--- src/rtl/risc_pkg.sv ---
// Shared opcode, phase and strobe definitions for the accumulator CPU sequencer.
package risc_pkg;

  localparam int unsigned OP_W = 3;
  localparam int unsigned PH_W = 3;

  typedef enum logic [OP_W-1:0] {
    OP_HLT = 3'd0,
    OP_SKZ = 3'd1,
    OP_ADD = 3'd2,
    OP_AND = 3'd3,
    OP_XOR = 3'd4,
    OP_LDA = 3'd5,
    OP_STO = 3'd6,
    OP_JMP = 3'd7
  } opcode_e;

  typedef enum logic [PH_W-1:0] {
    PH_INST_ADDR  = 3'd0,
    PH_INST_FETCH = 3'd1,
    PH_INST_LOAD  = 3'd2,
    PH_IDLE       = 3'd3,
    PH_OP_ADDR    = 3'd4,
    PH_OP_FETCH   = 3'd5,
    PH_ALU_OP     = 3'd6,
    PH_STORE      = 3'd7
  } phase_e;

  typedef struct packed {
    logic sel;
    logic rd;
    logic ld_ir;
    logic inc_pc;
    logic halt;
    logic ld_pc;
    logic data_e;
    logic ld_ac;
    logic wr;
  } strobes_t;

  // Instructions that read an operand and load the accumulator.
  function automatic logic is_aluop(input opcode_e op);
    return (op == OP_ADD) || (op == OP_AND) || (op == OP_XOR) || (op == OP_LDA);
  endfunction

endpackage

--- src/rtl/risc_phase_counter.sv ---
// 3-bit wrapping instruction-phase counter; hold freezes the current phase.
module risc_phase_counter
  import risc_pkg::*;
(
  input  logic   clk_in,
  input  logic   rst_in,
  input  logic   hold,
  output phase_e phase
);

  phase_e phase_q;
  phase_e phase_d;

  always_ff @(posedge clk_in or posedge rst_in) begin
    if (rst_in) begin
      phase_q <= PH_INST_ADDR;
    end else begin
      phase_q <= phase_d;
    end
  end

  // STORE + 1 wraps naturally back to INST_ADDR in 3 bits.
  always_comb begin
    phase_d = phase_q;
    if (!hold) begin
      phase_d = phase_e'(PH_W'(phase_q) + PH_W'(1));
    end
  end

  assign phase = phase_q;

endmodule

--- src/rtl/risc_sequencer.sv ---
// Fetch/execute controller for the 8-bit accumulator CPU: phase sequencing, strobe decode,
// halt latch and retired-instruction counter. RISC_SEQ_STEP_EN adds single-step gating in phase 0.
module risc_sequencer
  import risc_pkg::*;
#(
  parameter int unsigned CNT_W = 16
) (
  input  logic             clk_in,
  input  logic             rst_in,
  input  logic [OP_W-1:0]  opcode,
  input  logic             zero,
`ifdef RISC_SEQ_STEP_EN
  input  logic             step_req,
`endif
  output logic             sel,
  output logic             rd,
  output logic             ld_ir,
  output logic             inc_pc,
  output logic             halt,
  output logic             ld_pc,
  output logic             data_e,
  output logic             ld_ac,
  output logic             wr,
  output logic [PH_W-1:0]  phase,
  output logic [CNT_W-1:0] instr_count
`ifdef RISC_SEQ_STEP_EN
  ,
  output logic             waiting
`endif
);

  phase_e           phase_q;
  opcode_e          op;
  logic             halted_q;
  logic             hlt_now;
  logic             halt_c;
  logic             step_hold;
  logic             hold;
  logic [CNT_W-1:0] count_q;
  strobes_t         strb;

  assign op      = opcode_e'(opcode);
  assign hlt_now = (phase_q == PH_OP_ADDR) && (op == OP_HLT);
  assign halt_c  = halted_q | hlt_now;

`ifdef RISC_SEQ_STEP_EN
  // Park at the top of an instruction until a step request arrives.
  assign step_hold = (phase_q == PH_INST_ADDR) && !step_req;
  assign waiting   = step_hold;
`else
  assign step_hold = 1'b0;
`endif

  assign hold = halt_c | step_hold;

  risc_phase_counter u_phase (
    .clk_in (clk_in),
    .rst_in (rst_in),
    .hold   (hold),
    .phase  (phase_q)
  );

  // Once HLT is decoded, stay halted even if the opcode input later changes.
  always_ff @(posedge clk_in or posedge rst_in) begin
    if (rst_in) begin
      halted_q <= 1'b0;
    end else if (hlt_now) begin
      halted_q <= 1'b1;
    end
  end

  // Retire on STORE -> INST_ADDR; saturate at all-ones.
  always_ff @(posedge clk_in or posedge rst_in) begin
    if (rst_in) begin
      count_q <= '0;
    end else if ((phase_q == PH_STORE) && !hold && (count_q != '1)) begin
      count_q <= count_q + CNT_W'(1);
    end
  end

  always_comb begin
    strb = '0;
    case (phase_q)
      PH_INST_ADDR: begin
        strb.sel = 1'b1;
      end
      PH_INST_FETCH: begin
        strb.sel = 1'b1;
        strb.rd  = 1'b1;
      end
      PH_INST_LOAD, PH_IDLE: begin
        strb.sel   = 1'b1;
        strb.rd    = 1'b1;
        strb.ld_ir = 1'b1;
      end
      PH_OP_ADDR: begin
        strb.inc_pc = 1'b1;
        strb.halt   = halt_c;
      end
      PH_OP_FETCH: begin
        strb.rd = is_aluop(op);
      end
      PH_ALU_OP: begin
        strb.rd     = is_aluop(op);
        strb.inc_pc = (op == OP_SKZ) && zero;
        strb.ld_pc  = (op == OP_JMP);
        strb.data_e = (op == OP_STO);
      end
      PH_STORE: begin
        strb.rd     = is_aluop(op);
        strb.ld_ac  = is_aluop(op);
        strb.ld_pc  = (op == OP_JMP);
        strb.data_e = (op == OP_STO);
        strb.wr     = (op == OP_STO);
      end
      default: strb = '0;
    endcase
  end

  assign sel         = strb.sel;
  assign rd          = strb.rd;
  assign ld_ir       = strb.ld_ir;
  assign inc_pc      = strb.inc_pc;
  assign halt        = strb.halt;
  assign ld_pc       = strb.ld_pc;
  assign data_e      = strb.data_e;
  assign ld_ac       = strb.ld_ac;
  assign wr          = strb.wr;
  assign phase       = PH_W'(phase_q);
  assign instr_count = count_q;

endmodule

--- config.mk ---
export PLATFORM = sky130hd
export DESIGN_NAME = risc_sequencer
export DESIGN_NICKNAME = d
export VERILOG_FILES = /design/src/rtl/risc_pkg.sv /design/src/rtl/risc_phase_counter.sv /design/src/rtl/risc_sequencer.sv
export SDC_FILE = /design/constraint.sdc
export NUM_CORES = 1
export LEC_CHECK = 0
export BUFFER_PORTS_ARGS = -buffer_cell sky130_fd_sc_hd__buf_2
export CAP_MARGIN = 20
export CORE_UTILIZATION = 50
export CTS_CLUSTER_SIZE = 20
export DETAILED_ROUTE_END_ITERATION = 16
export MAX_ROUTING_LAYER = met4
export PLACE_DENSITY = 0.78
export SYNTH_ARGS = -nofsm -noshare
export SYNTH_HDL_FRONTEND = slang
export SYNTH_SLANG_ARGS = --single-unit
--- constraint.sdc ---
create_clock -name clk_in -period 2.87 [get_ports clk_in]
set_clock_uncertainty 0.2 [all_clocks]
set_input_delay 0.287 -clock clk_in [delete_from_list [all_inputs] [get_ports clk_in]]
set_output_delay 0.287 -clock clk_in [all_outputs]
set_load 0.005 [all_outputs]
After elaboration in Yosys (flattened, before gate mapping)
Index checks and enable logic that the tools add are counted.
{ "totals": {"in_bits": 6, "register_bits": 20, "out_inout_bits": 28, "wordCells": 43} }
{ "classes": {"reduce_logical": 15, "muxes": 7, "bitwise_logic": 1, "add_sub_neg": 2, "eq_ne": 15} }
{ "op_table": {"columns": ["cell", "n"], "rows": [
  ["3-bit equality test (second input constant)", 8],
  ["16-bit by 1-bit adder with 16-bit output (second input constant)", 1],
  ["16-bit != test (second input constant)", 1],
  ["3-bit by 2-bit equality test with 1-bit output (second input constant)", 4],
  ["3-bit by 1-bit equality test with 1-bit output (second input constant)", 2],
  ["3-bit logical NOT", 2],
  ["3-bit OR reduction", 2],
  ["1-bit logical AND", 4],
  ["2-bit 2-to-1 mux", 2],
  ["1-bit case mux with 2 select lines", 2],
  ["2-bit OR reduction", 2],
  ["4-bit OR reduction", 1],
  ["3-bit by 1-bit adder with 3-bit output (second input constant)", 1],
  ["1-bit logical OR", 3],
  ["1-bit 2-to-1 mux", 3],
  ["1-bit logical NOT", 1],
  ["1-bit bitwise OR", 1]
]} }

Logic depth before layout (Yosys ltp)
{ "depth": {"depth_word": 6, "ltp_mapped": 8, "ltp_nobuf": 7} }

By module
A second synthesis with hierarchy kept.
{ "hier_totals": {"cells_unflattened": 104, "area_unflattened_um2": 1119.8} }
{ "modules_own_cells": {"columns": ["module", "cells_per_inst", "seq_area_each_um2", "n_inst", "area_per_inst_um2"], "rows": [
  ["risc_sequencer", 95, 425.4, 1, 982.2],
  ["risc_phase_counter", 9, 75.1, 1, 137.6]
]} }

Least setup slack after synthesis
No wires, ideal clock.
{ "synth_timing": {"path_kind": "reg-to-reg", "start": "register u_phase.phase_q[1], in the netlist u_phase.phase[1]", "end": "register count_q[3], in the netlist instr_count[3]", "stages_incl_launch_ff": 9, "t_required_ns": 2.545, "setup_time_ns": 0.125, "period_less_slack_ns": 2.118, "slack_ns": 0.752, "arrival_time_ns": 1.794, "path_buffers": 1, "cell_sequence": "dfrtp_1 -> inv_1 -> ha_1 -> a31oi_4 -> inv_2 -> a311oi_4 -> buf_6 -> nand4_1 -> xnor2_1"} }
{ "synth_between": {"elab_chain_len": 6, "word_cells_on_any_way": 7, "cone_classes": "eq/ne: 2; bitwise: 1; reduce/logical: 4"} }
{ "synth_lines": {"columns": ["element", "line", "text"], "rows": [
  ["start: declaration", "risc_phase_counter.sv:11", "phase_e phase_q;"],
  ["start signal: assignment", "risc_phase_counter.sv:18", "phase_q <= phase_d;"],
  ["3-bit equality test", "risc_sequencer.sv:43", "assign hlt_now = (phase_q == PH_OP_ADDR) && (op == OP_HLT);"],
  ["1-bit logical AND", "risc_sequencer.sv:43", null],
  ["1-bit bitwise OR", "risc_sequencer.sv:44", "assign halt_c = halted_q | hlt_now;"],
  ["1-bit logical NOT", null, null],
  ["1-bit logical AND (*) (2 in a row)", "risc_sequencer.sv:76", "end else if ((phase_q == PH_STORE) && !hold && (count_q != '1)) begin"],
  ["end signal: assignment", "risc_sequencer.sv:77", "count_q <= count_q + CNT_W'(1);"],
  ["end: declaration", "risc_sequencer.sv:39", "logic [CNT_W-1:0] count_q;"]
]} }
Every way passes the cells marked *; elsewhere a longest branch is shown, timed or not.
A chain may end at the register's enable or synchronous reset.

Worst setup path after layout
{ "layout_timing": {"start": "register u_phase.phase_q[1], in the netlist u_phase.phase[1]", "end": "register count_q[1], in the netlist instr_count[1]"} }
The elaborated chain is that of the path after synthesis.

==> flow_summary.ini <==
[run_status]
run_status = completed

[die]
row_count = 16
num_io_pins = 34
start_util_pct = 54.8
core_area_mm2 = 0.00202
dieHeight_um = 49.1
die_w_um = 49.1
dieArea_mm2 = 0.00241

[job]
maxCapViolCount = 0

[synthesis]
synth.most_common_cell = dfrtp_1
netlist.area_leader.share_pct = 45.2
synth_area_per_cell_um2 = 10.9
async_flop_share_pct = 100
netlist_instances = 102
ys_warn_count = 0
syn-cell-area_mm2 = 0.00111
synth_flop_cell = dfrtp_1
synth-seq-cells = 20
synth.top_cells.by_count = 20 x dfrtp_1, 13 x xnor2_1, 7 x ha_1, 7 x nand4_1, 7 x nor2_1
synth_cell_types = 27
synth_edf_count = 0
synth_seq_area_share_pct = 45.2
synth_nets = 115
ys_top_cells_by_area = dfrtp_1 45%, xnor2_1 10%, ha_1 7.9%, nand4_1 4.0%, xor2_1 3.2%
post-synth-top-area-cell = dfrtp_1

[cts]
cts_tree = done
cts_sinks = 20
clkLatencyLatePin_ns = 0.29
cts.path.max_buffers = 2
clk_pin_slew_ns = 0.11
cts_resized = 0
cts_inserted_buffers = 3
cts_htree_levels = 1
clock-root-buffer = clkbuf_4

[timing]
whs_ns = 0.292
setup_violations = 0
fmax_mhz = 407
tightest_slew_ns = 0.734
setup_tns_ns = 0
hold_viol_final = 0
fin_crit_sh_pct = 85.6
slew_headroom_pct = 51.0
timing.final.max_slew_violations = 0
rsz0062_at_grt = no
min_period_ns = 2.46

[global_routing]
grt.overflow.total = 0
grt.total_usage_pct = 21.6
grt_pass1_vias = 896
grt_max_degree = 21
antenna_found_initial = 0
grt_pass1_wl_um = 4020

[route]
viasPerCell = 5.42
dr.first_iter.drc_count = 17
drtPass1Iterations = 4
drc_errors = 0
post_drt_wl_per_cell_um = 13.5
postRouteAntennaNets = 0
vias = 900
wl_um = 2240

[worst_setup_path]
arrival_ns = 2.45
path_class = flip-flop to flip-flop
cpPeakStageDelay_ns = 0.57
crit_chain = inv_1 > ha_1 > a31oi_4 > inv_2 > a311oi_4 > mux2_2
required_ns = 2.86
start_kind = flip-flop
crit_slowest_cell = a311oi_4
end_kind = flip-flop
critPathMaxFanout = 13

[finish]
drive_gt1_share_pct = 33.1
synthToLayoutAreaGrowth_pct = 21.1
antenna_cells = 0
nFillCells = 180
fin_nets = 153

[power]
ir_drop_mv = 0.555
powerDensity_mw_per_mm2 = 737
cellLeakagePower_nw = 0.688

[min_path]
hp-class = flip-flop to flip-flop

[placement]
portBuffers = 33
place_hpwl_um = 1690
gp_congestion = 0.830
[cells in the final DEF (no fill, tap or decap), types with 2 or more instances in the layout]
cell type	count
inv_1	5
nand2_1	6
xor2_1	4
and3_2	2
dfrtp_1	20
xnor2_1	13
and3_1	4
nand3_1	5
nand4_1	7
buf_2	33
ha_1	7
clkbuf_4	3
nor3_1	4
o21bai_1	2
and4_1	3
nor2_1	7
[kinds of logic (layout without fill, tap and decap cells)]
logic type      after synthesis  count (layout)  share of synthesized area, %
xor+xnor                     17              17                          13.4
flops                        20              20                          45.2
buf+inv                       7              44                          3.05
compound gates                7               7                          7.34
fa+ha+maj                     7               7                          7.91
simple gates                 43              43                          22.0
mux                           1               1                          1.02
[power by group]
part	switching, mW	internal [mW]	leakage [nW]
sequential	0.0849	0.341	0.262
clock	0.0826	0.0772	0.0210
combinational	0.214	0.189	0.405
total	0.381	0.607	0.688
[flip-flops by register name, indices dropped and copies added (netlist names)]
register / count
instr_count: 16
u_phase.phase: 3
halted_q: 1
[metal layers]
layer  track usage, %  vias to the layer above  share of wire, %
li1                 -                      435                 -
met1             28.3                      437                47
met2             35.4                       26                49
met3             2.49                        2               3.6
met4             5.88                        0              0.63
met5                -                        -                 0
[final timing paths]
kind / slack [ns] / start / end / cells after the start
max: 0.41 / u_phase.phase[1]$_DFFE_PP0N_ / instr_count[1]$_DFFE_PP0P_ / 6
min: 0.29 / instr_count[5]$_DFFE_PP0P_ / instr_count[5]$_DFFE_PP0P_ / 1
max reg2reg: 0.41 / u_phase.phase[1]$_DFFE_PP0N_ / instr_count[1]$_DFFE_PP0P_ / 6
min reg2reg: 0.29 / instr_count[5]$_DFFE_PP0P_ / instr_count[5]$_DFFE_PP0P_ / 1
max in group asynchronous: 1.56 / rst_in / instr_count[0]$_DFFE_PP0P_ / 3
min in group asynchronous: 0.45 / rst_in / instr_count[8]$_DFFE_PP0P_ / 3
[what timing repair did]
action	4_1_cts	5_1_grt
setup endpoints to repair	0	0
hold endpoints to repair	20	0
buffers inserted	0	0
hold buffers	1	0
[critical path: cells and delay by family, from the launching register on]
kind / cells / cell delay, ns
AOI/OAI and AO/OA: 2 / 0.85
muxes: 1 / 0.40
buffers and inverters: 2 / 0.22
adders and majority gates: 1 / 0.26
DFF: 1 / 0.42
[per-stage QoR]
step | util [%] | cells | cell area [um^2] | power (mW) | setup slack (ns)
6_report | 66.3 | 166 | 1340 | 0.988 | 0.414
5_1_grt | 66.3 | 166 | 1340 | 1.07 | 0.231
4_1_cts | 66.3 | 166 | 1340 | 0.993 | 0.415
3_5_place_dp | 64.0 | 161 | 1290 | 0.832 | 0.428
3_3_place_gp | 64.0 | 161 | 1290 | 0.819 | 0.533
2_1_floorplan | - | 102 | 1110 | 0.676 | 0.752
[cell type report]
type	count	area, um^2	share of cell area [%]
multi-input combinational	75	573	42.7
sequential	20	500	37.3
timing repair buffer	34	175	13.1
clock buffer	4	36.3	2.71
tap	27	33.8	2.52
inverter	6	22.5	1.68
Power figures use the tool's default switching activity.
